**src/rtl/class_vec_sequencer.sv**
```systemverilog
// Sweeps the class hypervector generator over every (class, frame) address
// and streams each chunk with its tags over a valid/ready output handshake.
//
// Ports:
//   clk, rst_n           clock, asynchronous active-low reset
//   start, order_sel     launch a sweep (IDLE only); 0 class-major, 1 frame-major
//   abort                synchronous cancel, wins over start and load
//   gen_frame_id/index   address to the generator (0 while IDLE)
//   gen_vec              combinational generator word for that address
//   out_vec/class/frame  registered chunk and its tags
//   out_group_last       last beat of the inner loop
//   out_last             final beat of the sweep
//   out_valid/out_ready  output handshake
//   busy, done           RUN/DRAIN indicator, one-cycle completion pulse
module class_vec_sequencer #(
  parameter int DI_PARALLEL_W_BITS = 64,
  parameter int N_CLASSES          = 8,
  parameter int N_FRAMES           = 3,
  parameter int CLASS_W            = 3,
  parameter int FRAME_W            = 2
) (
  input  logic                          clk,
  input  logic                          rst_n,
  input  logic                          start,
  input  logic                          order_sel,
  input  logic                          abort,
  output logic [CLASS_W-1:0]            gen_frame_id,
  output logic [FRAME_W-1:0]            gen_frame_index,
  input  logic [DI_PARALLEL_W_BITS-1:0] gen_vec,
  output logic [DI_PARALLEL_W_BITS-1:0] out_vec,
  output logic [CLASS_W-1:0]            out_class,
  output logic [FRAME_W-1:0]            out_frame,
  output logic                          out_group_last,
  output logic                          out_last,
  output logic                          out_valid,
  input  logic                          out_ready,
  output logic                          busy,
  output logic                          done
);

  localparam logic [CLASS_W-1:0] CLS_MAX = CLASS_W'(N_CLASSES - 1);
  localparam logic [FRAME_W-1:0] FRM_MAX = FRAME_W'(N_FRAMES - 1);

  typedef enum logic [1:0] {
    IDLE  = 2'd0,
    RUN   = 2'd1,
    DRAIN = 2'd2
  } state_t;

  state_t                          state, state_nx;
  logic                            order_q, order_nx;
  logic [CLASS_W-1:0]              cls_q, cls_nx;
  logic [FRAME_W-1:0]              frm_q, frm_nx;
  logic [DI_PARALLEL_W_BITS-1:0]   vec_nx;
  logic [CLASS_W-1:0]              tcls_nx;
  logic [FRAME_W-1:0]              tfrm_nx;
  logic                            gl_nx, last_nx, valid_nx, done_nx;
  logic                            load, hs, cls_end, frm_end;

  assign load    = (state == RUN) && (!out_valid || out_ready);
  assign hs      = out_valid && out_ready;
  assign cls_end = (cls_q == CLS_MAX);
  assign frm_end = (frm_q == FRM_MAX);

  assign gen_frame_id    = cls_q;
  assign gen_frame_index = frm_q;
  assign busy            = (state != IDLE);

  always_comb begin
    state_nx = state;
    order_nx = order_q;
    cls_nx   = cls_q;
    frm_nx   = frm_q;
    vec_nx   = out_vec;
    tcls_nx  = out_class;
    tfrm_nx  = out_frame;
    gl_nx    = out_group_last;
    last_nx  = out_last;
    valid_nx = out_valid;
    done_nx  = 1'b0;
    if (abort) begin
      state_nx = IDLE;
      valid_nx = 1'b0;
      cls_nx   = '0;
      frm_nx   = '0;
    end else begin
      unique case (state)
        IDLE: begin
          if (start) begin
            state_nx = RUN;
            order_nx = order_sel;
            cls_nx   = '0;
            frm_nx   = '0;
          end
        end
        RUN: begin
          if (load) begin
            vec_nx   = gen_vec;
            tcls_nx  = cls_q;
            tfrm_nx  = frm_q;
            valid_nx = 1'b1;
            gl_nx    = order_q ? cls_end : frm_end;
            last_nx  = cls_end && frm_end;
            // Counters park on the final address until DRAIN completes.
            if (cls_end && frm_end) begin
              state_nx = DRAIN;
            end else if (!order_q) begin
              if (frm_end) begin
                frm_nx = '0;
                cls_nx = cls_q + CLASS_W'(1);
              end else begin
                frm_nx = frm_q + FRAME_W'(1);
              end
            end else begin
              if (cls_end) begin
                cls_nx = '0;
                frm_nx = frm_q + FRAME_W'(1);
              end else begin
                cls_nx = cls_q + CLASS_W'(1);
              end
            end
          end
        end
        DRAIN: begin
          if (hs) begin
            state_nx = IDLE;
            valid_nx = 1'b0;
            done_nx  = 1'b1;
            cls_nx   = '0;
            frm_nx   = '0;
          end
        end
        default: state_nx = IDLE;
      endcase
    end
  end

  always_ff @(posedge clk or negedge rst_n) begin
    if (!rst_n) begin
      state          <= IDLE;
      order_q        <= 1'b0;
      cls_q          <= '0;
      frm_q          <= '0;
      out_vec        <= '0;
      out_class      <= '0;
      out_frame      <= '0;
      out_group_last <= 1'b0;
      out_last       <= 1'b0;
      out_valid      <= 1'b0;
      done           <= 1'b0;
    end else begin
      state          <= state_nx;
      order_q        <= order_nx;
      cls_q          <= cls_nx;
      frm_q          <= frm_nx;
      out_vec        <= vec_nx;
      out_class      <= tcls_nx;
      out_frame      <= tfrm_nx;
      out_group_last <= gl_nx;
      out_last       <= last_nx;
      out_valid      <= valid_nx;
      done           <= done_nx;
    end
  end

endmodule
```
**config.mk**
```make
export PLATFORM = sky130hd
export DESIGN_NAME = class_vec_sequencer
export DESIGN_NICKNAME = d
export VERILOG_FILES = /design/src/rtl/class_vec_sequencer.sv
export SDC_FILE = /design/constraint.sdc
export NUM_CORES = 1
export LEC_CHECK = 0
export BUFFER_PORTS_ARGS = -buffer_cell sky130_fd_sc_hd__buf_2
export CELL_PAD_IN_SITES_DETAIL_PLACEMENT = 1
export CELL_PAD_IN_SITES_GLOBAL_PLACEMENT = 1
export CORE_ASPECT_RATIO = 1.25
export CORE_MARGIN = 2
export CORE_UTILIZATION = 34
export CTS_CLUSTER_DIAMETER = 200
export DETAILED_ROUTE_END_ITERATION = 8
export GPL_ROUTABILITY_DRIVEN = 0
export PLACE_DENSITY = 0.77
export SLEW_MARGIN = 20
export SYNTH_ARGS = -nofsm -noshare
export SYNTH_HDL_FRONTEND = slang
export SYNTH_SLANG_ARGS = --single-unit
```
**constraint.sdc**
```tcl
create_clock -name clk -period 1.8 [get_ports clk]
set_input_delay 0.27 -clock clk [delete_from_list [all_inputs] [get_ports clk]]
set_output_delay 0.27 -clock clk [all_outputs]
set_load 0.005 [all_outputs]
```
Word level (Yosys, flattened, before mapping)
Index checks and enable logic that the tools add are counted.
{ "totals": {"inputBits": 70, "register_bits": 81, "word_cells": 71, "output_inout_bits": 79} }
{ "op_classes": {"bitwise_logic": 1, "muxes": 31, "n_reduce_logical": 15, "n_addsub": 2, "eq_ne": 11} }
{ "ops": {"columns": ["op", "count"], "rows": [
  ["$mux 2", 12],
  ["$mux 3", 8],
  ["$ne 3x3->1 const B", 4],
  ["$pmux 2 s3", 2],
  ["$reduce_and 6->1", 2],
  ["$pmux 3 s3", 1],
  ["$reduce_and 3->1", 3],
  ["$ne 4x4->1 const B", 2],
  ["$mux 1", 7],
  ["$eq 2x2->1 const B", 2],
  ["$reduce_and 4->1", 1],
  ["$reduce_bool 4->1", 1],
  ["$add 3x1->3 const B", 1],
  ["$eq 3x3->1 const B", 1],
  ["$logic_and 1x1->1", 3],
  ["$ne 3x2->1 const B", 1],
  ["$reduce_bool 3->1", 1],
  ["$add 2x1->2 const B", 1],
  ["$eq 2x1->1 const B", 1],
  ["$logic_not 2->1", 1],
  ["$pmux 1 s2", 1],
  ["$reduce_bool 2->1", 1],
  ["$logic_not 1->1", 1],
  ["$logic_or 1x1->1", 1],
  ["$not 1->1", 1]
]} }

Logic depth before layout (Yosys ltp)
Gate-level depths: netlist of run 1.
{ "depth": {"word_depth": 7, "mapped_depth": 7, "depth_no_buf": 6} }

Least setup slack after synthesis of run 1
Ideal clock, no wire load.
{ "synth_timing": {"path_kind": "register -> register", "from": "reg cls_q[0] (netlist: gen_frame_id[0])", "to": "reg cls_q[1] (netlist: gen_frame_id[1])", "t_arrival_ps": 1631, "setup_ps": 128, "t_required_ps": 1672, "slack_ps": 42, "path_stages_with_launch": 7, "period_less_slack_ps": 1758, "cell_sequence": "dfrtp_1 ha_1 ha_1 and3b_1 o211ai_1 nand3_2 mux2_1"} }
{ "synth_via": {"elab_chain_cells": 7, "elab_cells_between_ends": 12, "classes_between": "1 x add/sub; 2 x eq/ne; 7 x mux; 2 x reduce/logical"} }
{ "synth_rtl": {"columns": ["item", "line", "source"], "rows": [
  ["start, declared", "52", "logic [CLASS_W-1:0] cls_q, cls_nx;"],
  ["start signal, assigned", "154", "cls_q <= cls_nx;"],
  ["$add 3x1->3 / $eq 3x3->1 (equally long branches)", "110, 119, 62", null],
  ["$mux 3 (on tied branches)", "108, 115", null],
  ["$mux 3", "107", "end else if (!order_q) begin"],
  ["$mux 3", "105", "if (cls_end && frm_end) begin"],
  ["$mux 3", "97", "if (load) begin"],
  ["$pmux 3 s3", "87", "unique case (state)"],
  ["$mux 3", "81", "if (abort) begin"]
]} }
Several ways; a longest one is shown, not always the timed one. The select of a mux whose other input is x is not followed.
A chain may end at the register's enable or synchronous reset.

Final worst setup path of run 1
{ "layout_timing": {"from": "reg cls_q[0] (netlist: gen_frame_id[0])", "to": "reg frm_q[0] (netlist: gen_frame_index[0])"} }
{ "layout_via": {"elab_chain_cells": 4, "elab_cells_between_ends": 5, "classes_between": "3 x eq/ne; 2 x reduce/logical"} }
{ "layout_rtl": {"columns": ["item", "line", "source"], "rows": [
  ["$eq 3x3->1 *", "62", "assign cls_end = (cls_q == CLS_MAX);"],
  ["$logic_and 1x1->1", "105", null],
  ["$ne 3x3->1 (no line)", null, null],
  ["$reduce_and 6->1 (no line) *", null, null],
  ["end signal, assigned", "155", "frm_q <= frm_nx;"],
  ["end, declared", "53", "logic [FRAME_W-1:0] frm_q, frm_nx;"]
]} }
Every way passes the cells marked *; elsewhere a longest branch is shown, timed or not.

==> results of run 1 <==
==> routing by layer <==
layer | wire length [um] | track usage | vias to the layer above
li1 | - | - | 1096
met1 | 3440 | 0.184 | 1221
met2 | 4740 | 0.283 | 87
met3 | 572 | 0.0402 | 12
met4 | 142 | 0.0571 | 0
met5 | 0 | 0 | -
==> worst paths after layout <==
path                                  from  slack (ps)  cells past startpoint            endpoint
max                        gen_frame_id[0]          10                      6  gen_frame_index[0]
max in group asynchronous            rst_n         900                      3      out_group_last
min reg2reg                   out_class[2]         500                      1        out_class[2]
min in group asynchronous            rst_n         300                      2         out_vec[46]
min                             gen_vec[3]         170                      2          out_vec[3]
max reg2reg                gen_frame_id[0]          10                      6  gen_frame_index[0]
==> metrics by stage <==
| stage | power [uW] | worst slack, ps | setup TNS [ps] |
|---|---|---|---|
| 6_report | 5510 | 13.1 | 0 |
| 5_1_grt | 5810 | -64.8 | -128 |
| 4_1_cts | 5610 | -20.4 | -35.5 |
| 3_5_place_dp | 3620 | -39.6 | -100 |
| 3_3_place_gp | 3570 | 20.4 | 0 |
| 2_1_floorplan | 3020 | 41.8 | 0 |
==> final cells by class <==
type / count / area share
Clock buffer: 11 / 0.0474
Tap cell: 129 / 0.0329
Timing Repair Buffer: 164 / 0.189
Multi-Input combinational cell: 121 / 0.298
Sequential cell: 81 / 0.413
Clock inverter: 5 / 0.0161
Inverter: 4 / 0.00306
==> cell families (layout without fill, tap and decap cells) <==
kind of cell	count (synthesis)	after routing	share of synthesized area
DFF	81	81	0.566
muxes	75	75	0.307
and+or+nand+nor	34	34	0.0635
buffers and inverters	15	184	0.0356
AOI/OAI and AO/OA	10	10	0.0210
adders and majority gates	2	2	0.00698
==> worst register-to-register path, delay by kind of cell (launching register included) <==
family	cells	cell delay [ps]
AOI/OAI and AO/OA	1	230
adders and majority gates	2	360
muxes	1	340
and+or+nand+nor	2	360
DFF	1	380
==> placed cells by master, fill, tap and decap left out, types with 3 or more instances in the layout <==
| master | count |
|---|---|
| dfrtp_1 | 81 |
| nand2_1 | 5 |
| inv_1 | 4 |
| nand3_1 | 3 |
| nor2_1 | 4 |
| nand2b_1 | 3 |
| clkbuf_16 | 9 |
| buf_12 | 5 |
| mux2_4 | 72 |
| a21oi_1 | 4 |
| buf_4 | 11 |
| buf_2 | 147 |
==> report_power, final <==
part	switching, uW	internal (uW)	leakage [uW]	total, uW
registers	204	2160	0.000984	2370
clock network	711	1220	0.000154	1930
logic	435	785	0.00153	1220
total	1350	4170	0.00266	5510
==> sequential cells by signal, indices dropped and copies added (netlist names) <==
name and cells:
done 1, gen_frame_index 2, out_group_last 1, state 2, out_frame 2, out_class 3, order_q 1, out_last 1
gen_frame_id 3, out_valid 1, out_vec 64
==> repair_timing <==
item | 4_1_cts | 5_1_grt
pin swaps | 3 | 4
hold endpoints to repair | 7 | 0
setup endpoints to repair | 4 | 4
resized for setup | 5 | 3
setup buffers | 0 | 1
hold buffers | 1 | 0
==> out/results.txt, run 1 <==
outcome = finished, final reports clean
fraction of layout cells with a size suffix above 1 = 0.674
Syn Area/Cell = 16.5 um^2
Hold WC Path Type = in -> reg
Post-Syn Nets = 289
post-route design area = 4900 um^2
pwr dens = 1120 nW/um^2
ANT cells = 0
DR iter-0 viols = 46
ys async rst share = 1.00
Clk Tree Root Cell = clkbuf_16
max incr delay on CP = 380 ps
Syn Inst Count = 217
Setup CP Type = reg -> reg
total core area = 10200 um^2
grt ovf = 0
setup repair after global routing missed its margin = true
Post-synth EDFFs = 0
clock skew = 9.36 ps
hpwl dp = 6.47 mm
Mapped Area = 3580 um^2
# IOs = 149
Slew Limit Fails = 0
Reg clk slew, reported paths = 60 ps
Initial Util = 0.353
share of the synthesized area in the top cell type = 0.566
minimum clock period = 1790 ps
register area share after synthesis = 0.566
WP data required = 2010 ps
Most used DFF post-synth = dfrtp_1
VDD IR max = 0.474 mV
Post-synth top cells = 81 x dfrtp_1, 69 x mux2_4, 9 x buf_6
Non-Filler Instances = 515
kind of start point of the critical path = flop
# DRC = 0
DR vias/cell = 4.69
fin nets = 453
area of the multi-input gates = 1460 um^2
Max-slew headroom = 0.748
top cells by area, synth = dfrtp_1 57%, mux2_4 29%, buf_6 2.8%, mux2_1 0.94%, ha_1 0.70%
cell taking the most area after synthesis = dfrtp_1
Max Fclk = 560 MHz
final setup fails = 0
Pleak = 0.00266 uW
critical path's top delay family = flip-flops
Routed Wire Length = 8.90 mm
placed standard-cell area = 4540 um^2
Critical Path AT = 2000 ps
largest net degree at the start of global routing = 47
Ys Warns = 0
crit path cell chain = ha_2, ha_4, and3b_1, o211ai_1, nand3_1, mux2_4
final core utilization = 0.483
CTS tree = yes
number of max-cap violations = 0
placed cell count = 497
Worst Max-Slew Pin Slew = 377 ps
register area = 2030 um^2
vias = 2416
die area = 11400 um^2
chip width = 95.8 um
CP endpoint kind = flop
first-pass GRT wire length = 14.0 mm
# rows = 41
Max Root-Sink Buffers = 2
flops & latches, synth = 81
vias in the first global route = 2693
clk sink count = 81
htree depth = 3
Final period util = 0.993
critical path peak fanout = 2
antenna-violating nets left = 0
final count of hold timing violations = 0
Worst Path Buf+Inv = 0
filler cell count = 1077
Total GRT Usage = 0.161
most common cell in the netlist = dfrtp_1
I/O Buffers = 148
drt pass-1 iters = 4
Worst-Skew Late Latency = 330 ps
slowest CP cell = dfrtp_1
Area Overhead vs Synth = 36.9%
Hold WS = 165 ps
Routed WL per cell = 17.3 um
TritonCTS buffer count = 9
Cell variety after synth = 37
DIE HEIGHT = 119 um
antenna violations before repair = 0
Power figures use the tool's default switching activity.
==> run 2: changes to the inputs <==
--- a/config.mk
+++ b/config.mk
@@ -6,15 +6,13 @@
 export NUM_CORES = 1
 export LEC_CHECK = 0
 export BUFFER_PORTS_ARGS = -buffer_cell sky130_fd_sc_hd__buf_2
-export CELL_PAD_IN_SITES_DETAIL_PLACEMENT = 1
-export CELL_PAD_IN_SITES_GLOBAL_PLACEMENT = 1
 export CORE_ASPECT_RATIO = 1.25
 export CORE_MARGIN = 2
-export CORE_UTILIZATION = 34
+export CORE_UTILIZATION = 40
 export CTS_CLUSTER_DIAMETER = 200
 export DETAILED_ROUTE_END_ITERATION = 8
 export GPL_ROUTABILITY_DRIVEN = 0
-export PLACE_DENSITY = 0.77
+export PLACE_DENSITY = 0.73
 export SLEW_MARGIN = 20
 export SYNTH_ARGS = -nofsm -noshare
 export SYNTH_HDL_FRONTEND = slang
==> run 2 against run 1 <==
  * Clock skew shrank 1.3 ps
  * Sequential cell count is the same
  * Worst hold slack got worse by 26 ps
  * Count of clock-buffer cells in the layout is 2 lower
  * Sequential share of layout area is 0.76 points higher
  * Die area is 14% lower
  * Routed wire length is 11% lower
  * Power down 3.9%
  * The flow now finishes with violations (setup timing)
  * Global-route usage shrank 0.10 points
  * Critical path depth unchanged
  * Largest power group unchanged
==> out/results.txt, run 2 (synthesized netlist as in run 1, its figures left out) <==
register area = 2030 um^2
placed standard-cell area = 4480 um^2
largest net degree at the start of global routing = 33
ANT cells = 0
final core utilization = 0.553
first-pass GRT wire length = 11.7 mm
Max Root-Sink Buffers = 2
I/O Buffers = 148
Reg2Reg Depth = 6
area of the multi-input gates = 1460 um^2
Worst Max-Slew Pin Slew = 392 ps
chip width = 88.7 um
Reg clk slew, reported paths = 90 ps
Routed Wire Length = 7.91 mm
antenna violations before repair = 0
antenna-violating nets left = 0
clk sink count = 81
max FFs per register = 64
setup repair after global routing missed its margin = true
Routed WL per cell = 15.7 um
die area = 9740 um^2
Max-slew headroom = 0.739
number of max-cap violations = 0
drt pass-1 iters = 4
vias in the first global route = 2412
outcome = finished with violations
DR iter-0 viols = 75
failing checks = setup timing
Worst-Skew Late Latency = 360 ps
Clk Tree Root Cell = clkbuf_8
TritonCTS buffer count = 9
Area Overhead vs Synth = 34.4%
minimum clock period = 1820 ps
fin worst setup slack = -22.4 ps
commonest non-fill, non-tap cell in the layout = buf_2
VDD IR max = 0.370 mV
Total GRT Usage = 0.159
# DRC = 0
pwr dens = 1100 nW/um^2
htree depth = 3
hold path depth = 2
DR vias/cell = 4.85
fin nets = 452
Slew Limit Fails = 0
post-route design area = 4820 um^2
# rows = 38
kind of start point of the critical path = flop
CTS tree = yes
Critical Path AT = 2060 ps
Final period util = 1.01
Top reg by flops = out_vec
filler cell count = 757
vias = 2447
final count of hold timing violations = 0
commonest non-fill, non-tap cells in the layout = 147 x buf_2, 81 x dfrtp_1, 71 x mux2_4
DIE HEIGHT = 110 um
Initial Util = 0.412
Max Fclk = 549 MHz
total power = 5300 uW
WP data required = 2040 ps
final setup fails = 3
critical path peak fanout = 2
# IOs = 149
CP endpoint kind = flop
Pleak = 0.00263 uW
Hold WC Path Type = in -> reg
total core area = 8700 um^2
grt ovf = 0
fraction of layout cells with a size suffix above 1 = 0.678
hpwl dp = 5.62 mm
clock skew = 8.02 ps
Setup CP Type = reg -> reg
-- run 2: worst paths after layout --
path	from	end	slack, ps
setup / recovery	gen_frame_id[1]	gen_frame_index[1]	-20
hold / removal	gen_vec[18]	out_vec[18]	140
setup reg to reg	gen_frame_id[1]	gen_frame_index[1]	-20
hold reg to reg	out_vec[6]	out_vec[6]	510
max in group asynchronous	rst_n	out_vec[23]	790
min in group asynchronous	rst_n	out_vec[4]	380
-- run 2: power by group --
group	leakage, uW	internal [uW]	switching (uW)
clock network	0.000130	1060	680
logic	0.00151	776	420
registers	0.000984	2160	202
-- run 2: metrics by stage --
step / std cells / hold slack, ps / setup TNS [ps] / setup WS, ps
finish: 505 / 139 / -43.9 / -22.4
global route: 505 / 123 / -309 / -89.7
CTS: 504 / 123 / -42.3 / -21.8
detailed placement: 485 / 223 / -97.3 / -49.2
global placement: 485 / 225 / 0 / 10.8
floorplan: 217 / -25.6 / 0 / 41.8
-- run 2: layer usage --
layer | vias to the layer above | part of all wire | global-route usage
met5 | - | 0 | 0
met4 | 0 | 0.021 | 0.0790
met3 | 13 | 0.056 | 0.0338
met2 | 96 | 0.52 | 0.276
met1 | 1246 | 0.40 | 0.184
li1 | 1092 | - | -
-- run 2: area by class of cell --
| type | count | area share |
|---|---|---|
| Tap cell | 120 | 0.0312 |
| Multi-Input combinational cell | 121 | 0.304 |
| Clock inverter | 7 | 0.0294 |
| Sequential cell | 81 | 0.421 |
| Timing Repair Buffer | 163 | 0.186 |
| Clock buffer | 9 | 0.0257 |
| Inverter | 4 | 0.00312 |
-- run 2: repair_timing --
action	CTS	global route
setup endpoints to repair	3	6
resized for setup	5	3
setup buffers	2	1
hold endpoints to repair	28	0
hold buffers	1	0
pin swaps	3	1
-- run 2: critical path, cell delays in order, from the launching register on --
cell      delay, ps
dfrtp_1         390
ha_2            210
ha_4            160
and3b_1         180
o211ai_1        290
nand3_2         150
mux2_4          320
